## src/rtl/core_pkg.sv

```systemverilog
// Shared types and constants for the RV32I multicycle core.
// Fetch FSM encoding and the canonical NOP live here.
package core_pkg;

  localparam int XLEN = 32;

  localparam logic [XLEN-1:0] NOP_INSTR = 32'h0000_0013;

  typedef enum logic [1:0] {
    FETCH = 2'd0,
    WAIT  = 2'd1,
    VALID = 2'd2
  } fetch_state_t;

endpackage

```

## src/rtl/fetch_unit.sv

```systemverilog
// Instruction fetch stage: owns the PC, strobes the sync imem,
// and hands {instr, pc, pc+4} downstream over valid/ready.
module fetch_unit
  import core_pkg::*;
#(
  parameter int              ADDR_WIDTH = 32,
  parameter logic [ADDR_WIDTH-1:0] RESET_PC = '0
) (
  input  logic                  clk,
  input  logic                  reset,
  output logic                  imem_req,
  output logic [ADDR_WIDTH-1:0] imem_addr,
  input  logic [XLEN-1:0]       imem_rdata,
  output logic                  instr_valid,
  input  logic                  instr_ready,
  output logic [XLEN-1:0]       instr,
  output logic [ADDR_WIDTH-1:0] instr_pc,
  output logic [ADDR_WIDTH-1:0] instr_pc_plus4,
  input  logic                  redirect_valid,
  input  logic [ADDR_WIDTH-1:0] redirect_pc
);

  localparam logic [ADDR_WIDTH-1:0] FOUR = ADDR_WIDTH'(4);

  fetch_state_t          state_q, state_d;
  logic [ADDR_WIDTH-1:0] pc_q, pc_d;
  logic                  valid_q, valid_d;
  logic [XLEN-1:0]       instr_q, instr_d;
  logic [ADDR_WIDTH-1:0] ipc_q, ipc_d;
  logic [ADDR_WIDTH-1:0] ipc4_q, ipc4_d;
  logic [ADDR_WIDTH-1:0] pc_plus4;
  logic [ADDR_WIDTH-1:0] redir_aligned;

  assign pc_plus4      = pc_q + FOUR;
  assign redir_aligned = {redirect_pc[ADDR_WIDTH-1:2], 2'b00};

  // Memory strobe is suppressed while reset is held.
  assign imem_req       = (state_q == FETCH) && !reset;
  assign imem_addr      = pc_q;
  assign instr_valid    = valid_q;
  assign instr          = instr_q;
  assign instr_pc       = ipc_q;
  assign instr_pc_plus4 = ipc4_q;

  // Next-state: redirect overrides everything, and a redirect
  // during WAIT leaves the output regs untouched so the stale word
  // is never latched.
  always_comb begin
    state_d = state_q;
    pc_d    = pc_q;
    valid_d = valid_q;
    instr_d = instr_q;
    ipc_d   = ipc_q;
    ipc4_d  = ipc4_q;
    if (redirect_valid) begin
      pc_d    = redir_aligned;
      valid_d = 1'b0;
      state_d = FETCH;
    end else begin
      unique case (state_q)
        FETCH: state_d = WAIT;
        WAIT: begin
          instr_d = imem_rdata;
          ipc_d   = pc_q;
          ipc4_d  = pc_plus4;
          valid_d = 1'b1;
          state_d = VALID;
        end
        VALID: begin
          if (valid_q && instr_ready) begin
            pc_d    = pc_plus4;
            valid_d = 1'b0;
            state_d = FETCH;
          end
        end
        default: begin
          valid_d = 1'b0;
          state_d = FETCH;
        end
      endcase
    end
  end

  // State and output registers, async active-high reset.
  always_ff @(posedge clk or posedge reset) begin
    if (reset) begin
      state_q <= FETCH;
      pc_q    <= RESET_PC;
      valid_q <= 1'b0;
      instr_q <= NOP_INSTR;
      ipc_q   <= RESET_PC;
      ipc4_q  <= RESET_PC + FOUR;
    end else begin
      state_q <= state_d;
      pc_q    <= pc_d;
      valid_q <= valid_d;
      instr_q <= instr_d;
      ipc_q   <= ipc_d;
      ipc4_q  <= ipc4_d;
    end
  end

endmodule

```

## config.mk

```make
export PLATFORM = sky130hd
export DESIGN_NAME = fetch_unit
export DESIGN_NICKNAME = d
export VERILOG_FILES = /design/src/rtl/core_pkg.sv /design/src/rtl/fetch_unit.sv
export SDC_FILE = /design/constraint.sdc
export NUM_CORES = 1
export LEC_CHECK = 0
export CORE_ASPECT_RATIO = 1.5
export CORE_MARGIN = 2
export CORE_UTILIZATION = 51
export CTS_BUF_LIST = sky130_fd_sc_hd__clkbuf_4 sky130_fd_sc_hd__clkbuf_8
export DETAILED_ROUTE_END_ITERATION = 16
export GPL_TIMING_DRIVEN = 0
export HOLD_SLACK_MARGIN = 0.12
export PLACE_DENSITY_LB_ADDON = 0.2
export SYNTH_ARGS = -nofsm -noshare
export SYNTH_HDL_FRONTEND = slang
export SYNTH_SLANG_ARGS = --single-unit
```

## constraint.sdc

```tcl
create_clock -name clk -period 9.28 [get_ports clk]
set_clock_uncertainty 0.05 [all_clocks]
set_input_delay 1.856 -clock clk [delete_from_list [all_inputs] [get_ports clk]]
set_output_delay 1.856 -clock clk [all_outputs]
set_load 0.005 [all_outputs]
```

======== Word level (Yosys, flattened, before mapping) ========
Index checks and enable logic that the tools add are counted.
word-level totals
  bits in registers ....................... 131
  output and inout bits ................... 130
  logic and storage cells ................. 30
operators by class
  add/sub/neg operators ................... 1
  eq/ne operators ......................... 4
  multiplexer cells ....................... 9
  bitwise gates (word level) .............. 1
  reductions and logical operators ........ 9
operator list
  kind                     number
  $mux W32                 3
  $add A32 B3 Y32 const B  1
  $pmux W2 S3              1
  $reduce_and A2 Y1        3
  $mux W2                  2
  $reduce_bool A2 Y1       2
  $ne A3 B3 Y1 const B     1
  $pmux W1 S3              1
  $eq A2 B1 Y1 const B     1
  $eq A2 B2 Y1 const B     1
  $logic_and A1 B1 Y1      2
  $logic_not A2 Y1         1
  $mux W1                  2
  $ne A2 B2 Y1 const B     1
  $logic_not A1 Y1         1
  $not A1 Y1               1

======== Depth between registers and ports, before layout ========
  depth after elaboration ................. 4
  depth in mapped cells ................... 7
  gate-level depth less buffers ........... 6

======== Worst setup path after synthesis ========
Ideal clock, no wire load.
  path kind ............................... input port to output port
  start ................................... in reset
  end ..................................... out imem_req
  arrival ................................. 2.016 ns
  data required time ...................... 7.374 ns
  setup slack ............................. 5.358 ns
  stages .................................. 1
  path buffers ............................ 0
  path through ............................ nor3_1
on the way
  longest elaborated chain between the ends .. 2
ends and longest elaborated chain
  item                        RTL line          RTL
  from (decl)                 fetch_unit.sv:10  input logic reset,
  $logic_not A1 Y1 (no line)  n/a
  $logic_and A1 B1 Y1         fetch_unit.sv:38  assign imem_req = (state_q == FETCH) && !reset;
  to (decl)                   fetch_unit.sv:11  output logic imem_req,
Every way passes these cells.

======== Worst setup path in the final report ========
Ends and elaborated chain as after synthesis.

==> key figures <==
Status
  – Result of the run: completed

STA
  – Min Clock Period, post-route: 5000 ps
  – Final critical-path share of the clock period: 0.538
  – Number of failing setup endpoints in the final timing report: 0
  – Hold violation count in the final report: 0
  – Max Freq: 200 MHz
  – Max-Slew Margin vs Limit: 0.571
  – Setup Total Neg Slack: 0 ps
  – Unrepaired setup endpoints after global routing: no
  – Max-slew violation count: 0
  – Slew @ Worst Pin: ~640 ps

Power
  – Fraction of power consumed by combinational cells: 0.320
  – Power share of the clock group: 0.260
  – Int Pwr: between 1 and 1.5 mW
  – Tot Pwr: 1.90 mW
  – Power dissipated by switching net loads: 0.508 mW
  – Power share of the sequential group: 0.421
  – Switching part of the total power: 0.268
  – Ratio of total power to cell area: 227 nW/um^2
  – Leakage power of the design: 3.38 nW
  – Largest vdd supply drop: 0.000184 V

Synthesis
  – Post-Synthesis Cells: about 520
  – Proportion of register bits with asynchronous set or reset after synthesis: 1.00
  – Number of register bits inferred by synthesis: between 100 and 150
  – Most frequently used flop master after synthesis: dfrtp_1
  – Number of synthesized flops with an enable pin: 0
  – Netlist Area Pre-Place: a little under 6000 um^2
  – Synthesized area per cell: 11.2 um^2
  – Total of warnings raised by yosys: 0
  – Count of distinct cell types in the synthesized netlist: 40
  – Portion of the post-synthesis area used by sequential elements: 0.539

Drt
  – Final wirelength: approximately 16,000 um
  – Final antenna-violating net count: 0
  – DRT Pass-1 Iters: 4
  – Detailed router's first-iteration violation count: 320
  – Via count normalized by instance count: 5.39
  – Count of vias placed by the detailed router: 4,810
  – Average detailed-routed wire length per instance: 17.5 um
  – Remaining design rule violation count: 0

Finish
  – Signed area change from the synthesized netlist to the final layout: 43.5%
  – Top library cells by usage in the layout, fill and taps aside: clkdlybuf4s50_1 (188), dfrtp_1 (121), mux2_2 (63)
  – Final net count: around 800
  – Antenna Cells: 0
  – Most common library cell in the layout ignoring fill and taps: clkdlybuf4s50_1
  – Proportion of layout cells with a drive suffix above 1: 0.204

Global route
  – Number of antenna violations at the first check in global routing: 0
  – Maximum number of pins on one net before global-route repair: 68
  – Overall fraction of global-route tracks in use: 0.265
  – First-pass GRT wire length: between 20,000 and 30,000 um
  – Number of global-route vias before repair: 5,080
  – Leftover overflow at the end of global routing: 0

Clock tree
  – Clock buffer depth: 2
  – Buffer count from post-CTS setup fixing: 0
  – CTS-repair resized insts: 0
  – Clock slew at reported path FFs: ~70 ps
  – Inserted Clock Buffers: 17
  – H-tree depth: 4
  – Latest clock arrival within the worst-skew pair: 430 ps
  – TritonCTS clock tree: built
  – Number of clock sinks seen by CTS: 125
  – Hold buffer count at cts: 0
  – Clock root cell: clkbuf_8

Floorplan
  – Core region area: about 11,000 um^2
  – Chip width: ~91 um
  – Die Y-Extent: 135 um
  – Io pins: 198
  – Number of placement rows: 47
  – Die ar.: 12,300 um^2
  – Initial Util: 0.526

Setup path
  – Crit start category: input pin
  – Required time at the worst-slack endpoint: ~7400 ps
  – Endpoint class of the critical path: output pin
  – Number of cell instances on the worst register-to-register path: 6
  – Arrival time at the worst endpoint: a little over 3000 ps
  – Register-to-register setup slack: 7030 ps
  – Startpoint-to-endpoint class of the critical path: in2out
  – Launch instance of the worst register-to-register path: imem_addr[2]
  – Biggest fanout along the worst timing path: 2
  – Endpoint of the lowest-slack register-to-register path: instr_pc_plus4[22]

Flow run
  – Max-cap violation count: 0

Placement
  – Port-buffer cells: roughly 190
  – GPL Wtd Cong: 0.842
  – Post-detailed-placement half-perimeter wirelength: between 10,000 and 15,000 um

Min path
  – Min-Delay Path Depth: 1
  – WHS Endpoint: instr_pc[6]
  – Hold/Removal Path Class: reg2reg
  – Beginning of the worst hold path: instr_pc[6]
## worst max path at each step
stage	start	end	slack, ps	cells past startpoint
6_report	reset	imem_req	4280	3
5_1_grt	reset	imem_req	4210	3
4_1_cts	reset	imem_req	4270	3
3_5_place_dp	reset	imem_req	4280	3
3_3_place_gp	reset	instr_pc_plus4[20]	2400	2
2_1_floorplan	reset	imem_addr[10]	4050	1
## sequential cells by signal, indices dropped and copies added (netlist names)
signal	flops
instr_valid	1
state_q	2
imem_addr	30
instr_pc	30
instr	32
instr_pc_plus4	30
## power groups by stage
stage / combinational (mW) / sequential (mW) / clock [mW]
floorplan: 0.204 / 0.807 / 0
global placement: 0.594 / 0.798 / 0
detailed placement: 0.611 / 0.808 / 0
CTS: 0.615 / 0.799 / 0.501
global route: 0.652 / 0.819 / 0.521
finish: 0.606 / 0.798 / 0.492
## Yosys cell counts (all sizes together), types with 2 or more instances
master	number	area share
nor2	41	0.027
and4	2	0.0030
mux2	63	0.12
dfrtp	121	0.52
nand4	19	0.023
nand2	48	0.031
dfstp	4	0.018
nand3	27	0.025
inv	3	0.0019
clkbuf	8	0.0052
a21oi	30	0.029
xor2	42	0.063
and3	3	0.0032
nor4	7	0.017
buf	36	0.035
xnor2	15	0.023
nor3	8	0.0086
o21ai	30	0.026
nor3b	2	0.0043
## layout make-up
class	instances	area [um^2]
tap	147	184
timing repair buffer	189	1910
fill	770	2710
sequential	125	3130
multi-input combinational	352	2460
inverter	3	16.3
buffer	44	233
clock buffer	26	333
clock inverter	6	82.6
## worst max-delay path, stage by stage
cell and delay, ps:
clkdlybuf4s50_1 480, nor3_1 200, clkdlybuf4s50_1 550
## layer usage
| metal | up-vias | routed length [um] | global-route usage |
|---|---|---|---|
| met5 | - | 0 | 0 |
| met4 | 0 | 378 | 0.0934 |
| met3 | 33 | 1120 | 0.0848 |
| met2 | 190 | 8390 | 0.470 |
| met1 | 2399 | 5750 | 0.298 |
| li1 | 2188 | - | - |
## stage by stage
stage               std cells   util  hold slack [ps]  setup WS (ps)  instance area (um^2)
floorplan                 524      -              440           4050                  5830
global placement          859  0.715              440           2400                  7900
detailed placement        860  0.718              446           4280                  7930
CTS                       892  0.755              461           4270                  8350
global route              892  0.755              469           4210                  8350
finish                    892  0.755              458           4280                  8350
## cells by family (layout without fill, tap and decap cells)
group           count (synthesis)  in the layout  synth area share
simple gates                  163            163             0.151
flops                         125            125             0.539
mux                            64             64             0.124
compound gates                 61             61            0.0564
xor+xnor                       57             57            0.0858
buf+inv                        47            268            0.0420
fa+ha+maj                       1              1           0.00215
other cells                     1              6          0.000645
No activity file was read; power rests on OpenSTA's default activity.
